[src/rtl/shift_mix_stage.sv]
// AES ShiftRows + MixColumns round stage behind a two-entry valid/ready elastic buffer.
// The transform is combinational on the input side so both holding registers store finished results.
module shift_mix_stage #(
  parameter int TAG_W = 4
) (
  input  logic             iClk,
  input  logic             iRst,
  input  logic             iValid,
  output logic             oReady,
  input  logic [0:127]     iState,
  input  logic             iLast,
  input  logic [TAG_W-1:0] iTag,
  output logic             oValid,
  input  logic             iReady,
  output logic [0:127]     oState,
  output logic             oLast,
  output logic [TAG_W-1:0] oTag,
  output logic [7:0]       oCount
);

  typedef enum logic [1:0] {
    S_EMPTY = 2'd0,
    S_ONE   = 2'd1,
    S_FULL  = 2'd2
  } state_t;

  state_t           r_state;
  state_t           w_state_next;
  logic             r_ready;
  logic             w_ready_next;
  logic [0:127]     r_out_state;
  logic [0:127]     r_skid_state;
  logic             r_out_last;
  logic             r_skid_last;
  logic [TAG_W-1:0] r_out_tag;
  logic [TAG_W-1:0] r_skid_tag;
  logic [7:0]       r_count;

  logic             w_accept;
  logic             w_xfer;
  logic             w_load_out_in;
  logic             w_load_out_skid;
  logic             w_load_skid;
  logic [0:127]     w_shift;
  logic [0:127]     w_mix;
  logic [0:127]     w_result;

  function automatic logic [7:0] xtime(input logic [7:0] b);
    return {b[6:0], 1'b0} ^ (b[7] ? 8'h1b : 8'h00);
  endfunction

  // Byte (r,c) lives at [32c+8r +: 8]; row r is rotated left by r columns.
  genvar gi, gr;
  generate
    for (gi = 0; gi < 4; gi++) begin : g_col
      for (gr = 0; gr < 4; gr++) begin : g_row
        assign w_shift[32*gi+8*gr +: 8] = iState[32*((gi+gr)%4)+8*gr +: 8];
      end

      logic [7:0] w_a0, w_a1, w_a2, w_a3;
      assign w_a0 = w_shift[32*gi +: 8];
      assign w_a1 = w_shift[32*gi+8 +: 8];
      assign w_a2 = w_shift[32*gi+16 +: 8];
      assign w_a3 = w_shift[32*gi+24 +: 8];

      assign w_mix[32*gi    +: 8] = xtime(w_a0) ^ xtime(w_a1) ^ w_a1 ^ w_a2 ^ w_a3;
      assign w_mix[32*gi+8  +: 8] = w_a0 ^ xtime(w_a1) ^ xtime(w_a2) ^ w_a2 ^ w_a3;
      assign w_mix[32*gi+16 +: 8] = w_a0 ^ w_a1 ^ xtime(w_a2) ^ xtime(w_a3) ^ w_a3;
      assign w_mix[32*gi+24 +: 8] = xtime(w_a0) ^ w_a0 ^ w_a1 ^ w_a2 ^ xtime(w_a3);
    end
  endgenerate

  assign w_result = iLast ? w_shift : w_mix;

  assign oValid   = (r_state != S_EMPTY);
  assign oReady   = r_ready;
  assign w_accept = iValid && r_ready;
  assign w_xfer   = oValid && iReady;

  always_comb begin
    w_state_next    = r_state;
    w_load_out_in   = 1'b0;
    w_load_out_skid = 1'b0;
    w_load_skid     = 1'b0;
    case (r_state)
      S_EMPTY: begin
        if (w_accept) begin
          w_state_next  = S_ONE;
          w_load_out_in = 1'b1;
        end
      end
      S_ONE: begin
        case ({w_accept, w_xfer})
          2'b11: w_load_out_in = 1'b1;
          2'b10: begin
            w_state_next = S_FULL;
            w_load_skid  = 1'b1;
          end
          2'b01: w_state_next = S_EMPTY;
          default: w_state_next = S_ONE;
        endcase
      end
      S_FULL: begin
        if (w_xfer) begin
          w_state_next    = S_ONE;
          w_load_out_skid = 1'b1;
        end
      end
      default: w_state_next = S_EMPTY;
    endcase
    // Ready is registered from the next state, so iReady never reaches oReady combinationally.
    w_ready_next = (w_state_next != S_FULL);
  end

  always_ff @(posedge iClk or posedge iRst) begin
    if (iRst) begin
      r_state <= S_EMPTY;
      r_ready <= 1'b0;
      r_count <= 8'd0;
    end else begin
      r_state <= w_state_next;
      r_ready <= w_ready_next;
      if (w_xfer) begin
        r_count <= r_count + 8'd1;
      end
    end
  end

  always_ff @(posedge iClk or posedge iRst) begin
    if (iRst) begin
      r_out_state  <= '0;
      r_out_last   <= 1'b0;
      r_out_tag    <= '0;
      r_skid_state <= '0;
      r_skid_last  <= 1'b0;
      r_skid_tag   <= '0;
    end else begin
      if (w_load_out_in) begin
        r_out_state <= w_result;
        r_out_last  <= iLast;
        r_out_tag   <= iTag;
      end else if (w_load_out_skid) begin
        r_out_state <= r_skid_state;
        r_out_last  <= r_skid_last;
        r_out_tag   <= r_skid_tag;
      end
      if (w_load_skid) begin
        r_skid_state <= w_result;
        r_skid_last  <= iLast;
        r_skid_tag   <= iTag;
      end
    end
  end

  assign oState = r_out_state;
  assign oLast  = r_out_last;
  assign oTag   = r_out_tag;
  assign oCount = r_count;

endmodule

[config.mk]
export PLATFORM = sky130hd
export DESIGN_NAME = shift_mix_stage
export DESIGN_NICKNAME = d
export VERILOG_FILES = /design/src/rtl/shift_mix_stage.sv
export SDC_FILE = /design/constraint.sdc
export NUM_CORES = 1
export LEC_CHECK = 0
export CORE_UTILIZATION = 35
export CTS_BUF_LIST = sky130_fd_sc_hd__clkbuf_16
export CTS_CLUSTER_DIAMETER = 50
export CTS_CLUSTER_SIZE = 10
export DETAILED_ROUTE_END_ITERATION = 8
export GPL_TIMING_DRIVEN = 0
export SKIP_CTS_REPAIR_TIMING = 1
export SLEW_MARGIN = 20
export SYNTH_ARGS = -nofsm -noshare
export SYNTH_HDL_FRONTEND = slang
export SYNTH_SLANG_ARGS = --single-unit
[constraint.sdc]
create_clock -name iClk -period 9.8 [get_ports iClk]
set_input_delay 0.98 -clock iClk [delete_from_list [all_inputs] [get_ports iClk]]
set_output_delay 0.98 -clock iClk [all_outputs]
set_load 0.01 [all_outputs]
==> reports/metrics.yaml <==
logic_synthesis:
  ys_warn_count: 0
  synth_cell_types: 47
  postSynthAreaPerCell_sq_um: 10.9
  ys_async_sr_fraction_pct: 100
  synth_edf_count: 0
  synthTopCellsByArea: "dfrtp_1 38%, xnor3_1 16%, a31oi_1 5.0%"
  synth-seq-cells: 277
  yosysTopAreaCell: "dfrtp_1"
  synth.top_cell.area_share_pct: 37.9
  syn_nets: 1812
  synth_seq_area_share_pct: 37.9
  syn_area_sq_mm: 0.0183
  syn_inst: 1674
  synth_flop_cell: "dfrtp_1"
critical_path:
  start_kind: "input port"
  r2r_start: "r_state[1]"
  cp-end-kind: "flop"
  r2r_slack_ns: 7.21
  ff2ff_path_depth: 6
  r2r-end: "oState[68]"
  worstPathRequired_ns: 10.30
  cp_max_fo: 10
  arrival_ns: 3.60
  critPathKind: "input port to flop"
drt:
  viasPerCell: 5.56
  num_vias: 14700
  routed_wl_microns: 63700
  drtAntennaViolNets: 0
  drc: 0
  first_iter_violations: 1177
  wl_per_cell_microns: 24.1
  drt-pass1-iter-count: 6
timing:
  rsz0062_at_grt: "no"
  hold_viol_final: 0
  finalCritPeriodShare_pct: 31.6
  setup_viol: 0
  fmax_mhz: 323
  hold-worst-slack_ns: 0.476
  slew_viol_final: 0
  relSlewSlack_pct: 20.7
  skew_ns: 0.0146
  setup_tns_ns: 0
  finalCriticalPeriod_ns: 3.10
  tightest_slew_ns: 1.19
cts:
  clkSinkCount: 277
  clockBufferDepth: 3
  cts_tree: "done"
  cts_root_buf: "clkbuf_16"
  h-tree-depth: 2
  cts_made_buffers: 43
  path_clk_slew_ns: 0.06
  insertion_delay_ns: 0.56
final_layout:
  area_growth_pct: 24.3
  fin_cells: 2644
  finalNetCount: 2073
  drive_gt1_share_pct: 9.73
place:
  port_buffers: 214
  dp.cells: 2570
  dpl.hpwl_microns: 46500
  routabilityCongestion: 0.871
power:
  p_total_w: 0.00606
  p_leak_nw: 10.5
  power_density_mw_per_mm2: 267
  vdd_drop_max_mv: 0.146
job:
  maxCapViolCount: 0
global_routing:
  grt_remaining_overflow: 0
  antenna_found_initial: 3
  grt_max_degree: 104
  grtUsageTotal_pct: 23.8
  grt_pass1_wl_microns: 95000
  grt_pass1_vias: 14800
die:
  rows: 83
  fp.dieW_microns: 231
  dieArea_sq_mm: 0.0532
  die_height_microns: 231
  start_util_pct: 35.5
  core_sq_mm: 0.0515
  ios: 280
run_status:
  status: "complete, no violations"
hold_path:
  whs_endpoint: "oTag[3]"
  hold_path.class: "flop to flop"
  hold_path_depth: 2
  hp-start: "oTag[3]"
[synthesized netlist by cell type, types with 5 or more instances]
master and number:
xor3_1 23, a211oi_1 73, buf_1 7, a221o_1 56
xnor2_1 84, xnor2_2 6, a31oi_1 145, xor2_1 51
nor2b_1 74, xnor3_1 133, dfrtp_1 277, buf_4 12
and3_1 56, clkbuf_1 65, nand2_1 185, or3b_1 30
clkbuf_2 7, nor2_1 103, nand2b_1 40, buf_2 84
a22oi_1 114, nand3_1 5
[worst max-delay path by stage]
stage                      start               end  depth (start not counted)
final                     iReady        oState[68]                          7
after global routing      iReady        oState[59]                          7
after CTS                 iReady        oState[64]                          7
after detailed placement  iReady        oState[64]                          7
after global placement      iRst  r_skid_state[74]                          2
after floorplan             iRst         oCount[0]                          1
[metal layers]
metal,GRT usage [%],share of wire [%],vias up
met4,7.22,2.4,0
li1,-,-,6577
met1,32.5,43,7423
met5,0,0,-
met2,38.1,47,598
met3,4.56,7.2,96
[kinds of logic (layout without fill, tap and decap cells)]
kind of cell / Yosys count / in the layout / share of synthesized area [%]
and+or+nand+nor: 516 / 516 / 14.3
AOI/OAI and AO/OA: 395 / 395 / 16.0
xor gates and xnor gates: 301 / 301 / 26.9
DFF: 277 / 277 / 37.9
buffers and inverters: 182 / 471 / 4.77
muxes: 2 / 2 / 0.116
adders and majority gates: 1 / 1 / 0.0684
other: 0 / 1 / 0
[critical path, stage by stage]
cell             delay (ns)
clkdlybuf4s50_1        0.53
and3b_1                0.22
buf_2                  0.25
a21oi_1                0.90
buf_2                  0.47
a22oi_1                0.15
nand2_1                0.09
[state kept, by name, summed over array words and instances, names as in the netlist]
signal / flops
oReady: 1
oLast: 1
r_skid_last: 1
r_state: 2
oCount: 8
oTag: 4
r_skid_tag: 4
oState: 128
r_skid_state: 128
[placed cells by master (no fill, tap or decap), drive strengths merged, types with 40 or more instances in the layout]
cell           Yosys  final
a22oi            114    114
nor2             106    106
nand2b            40     40
nor2b             74     74
buf              107    109
a31oi            145    145
clkbuf            72    116
clkdlybuf4s50      0    214
nand2            186    186
a211oi            73     73
and3              56     56
a221o             56     56
xnor2             90     90
dfrtp            277    277
xor2              51     51
xnor3            137    137
[report_power, final]
part	total [W]	switching [W]	internal [W]	leakage, nW
registers	0.00206	0.000356	0.00170	3.26
clock network	0.00151	0.000589	0.000921	0.666
logic	0.00249	0.00117	0.00132	6.60
[area by class of cell]
| class | instances | area [sq um] |
|---|---|---|
| antenna | 1 | 2.50 |
| buffer | 179 | 861 |
| clock buffer | 44 | 1100 |
| clock inverter | 29 | 278 |
| fill | 4886 | 28800 |
| inverter | 3 | 18.8 |
| multi-input combinational | 1215 | 10500 |
| sequential | 277 | 6930 |
| tap | 680 | 851 |
| timing repair buffer | 216 | 2200 |
[metrics by stage]
| step | cell area (sq um) | worst slack [ns] | utilization [%] |
|---|---|---|---|
| after CTS | 22700 | 6.70 | 44.1 |
| after detailed placement | 21300 | 6.11 | 41.4 |
| after floorplan | 18300 | 1.18 | - |
| after global routing | 22700 | 6.59 | 44.1 |
| final | 22700 | 6.70 | 44.1 |
| after global placement | 21300 | -2.72 | 41.3 |
Note: power is estimated with default switching activity, not from simulation.
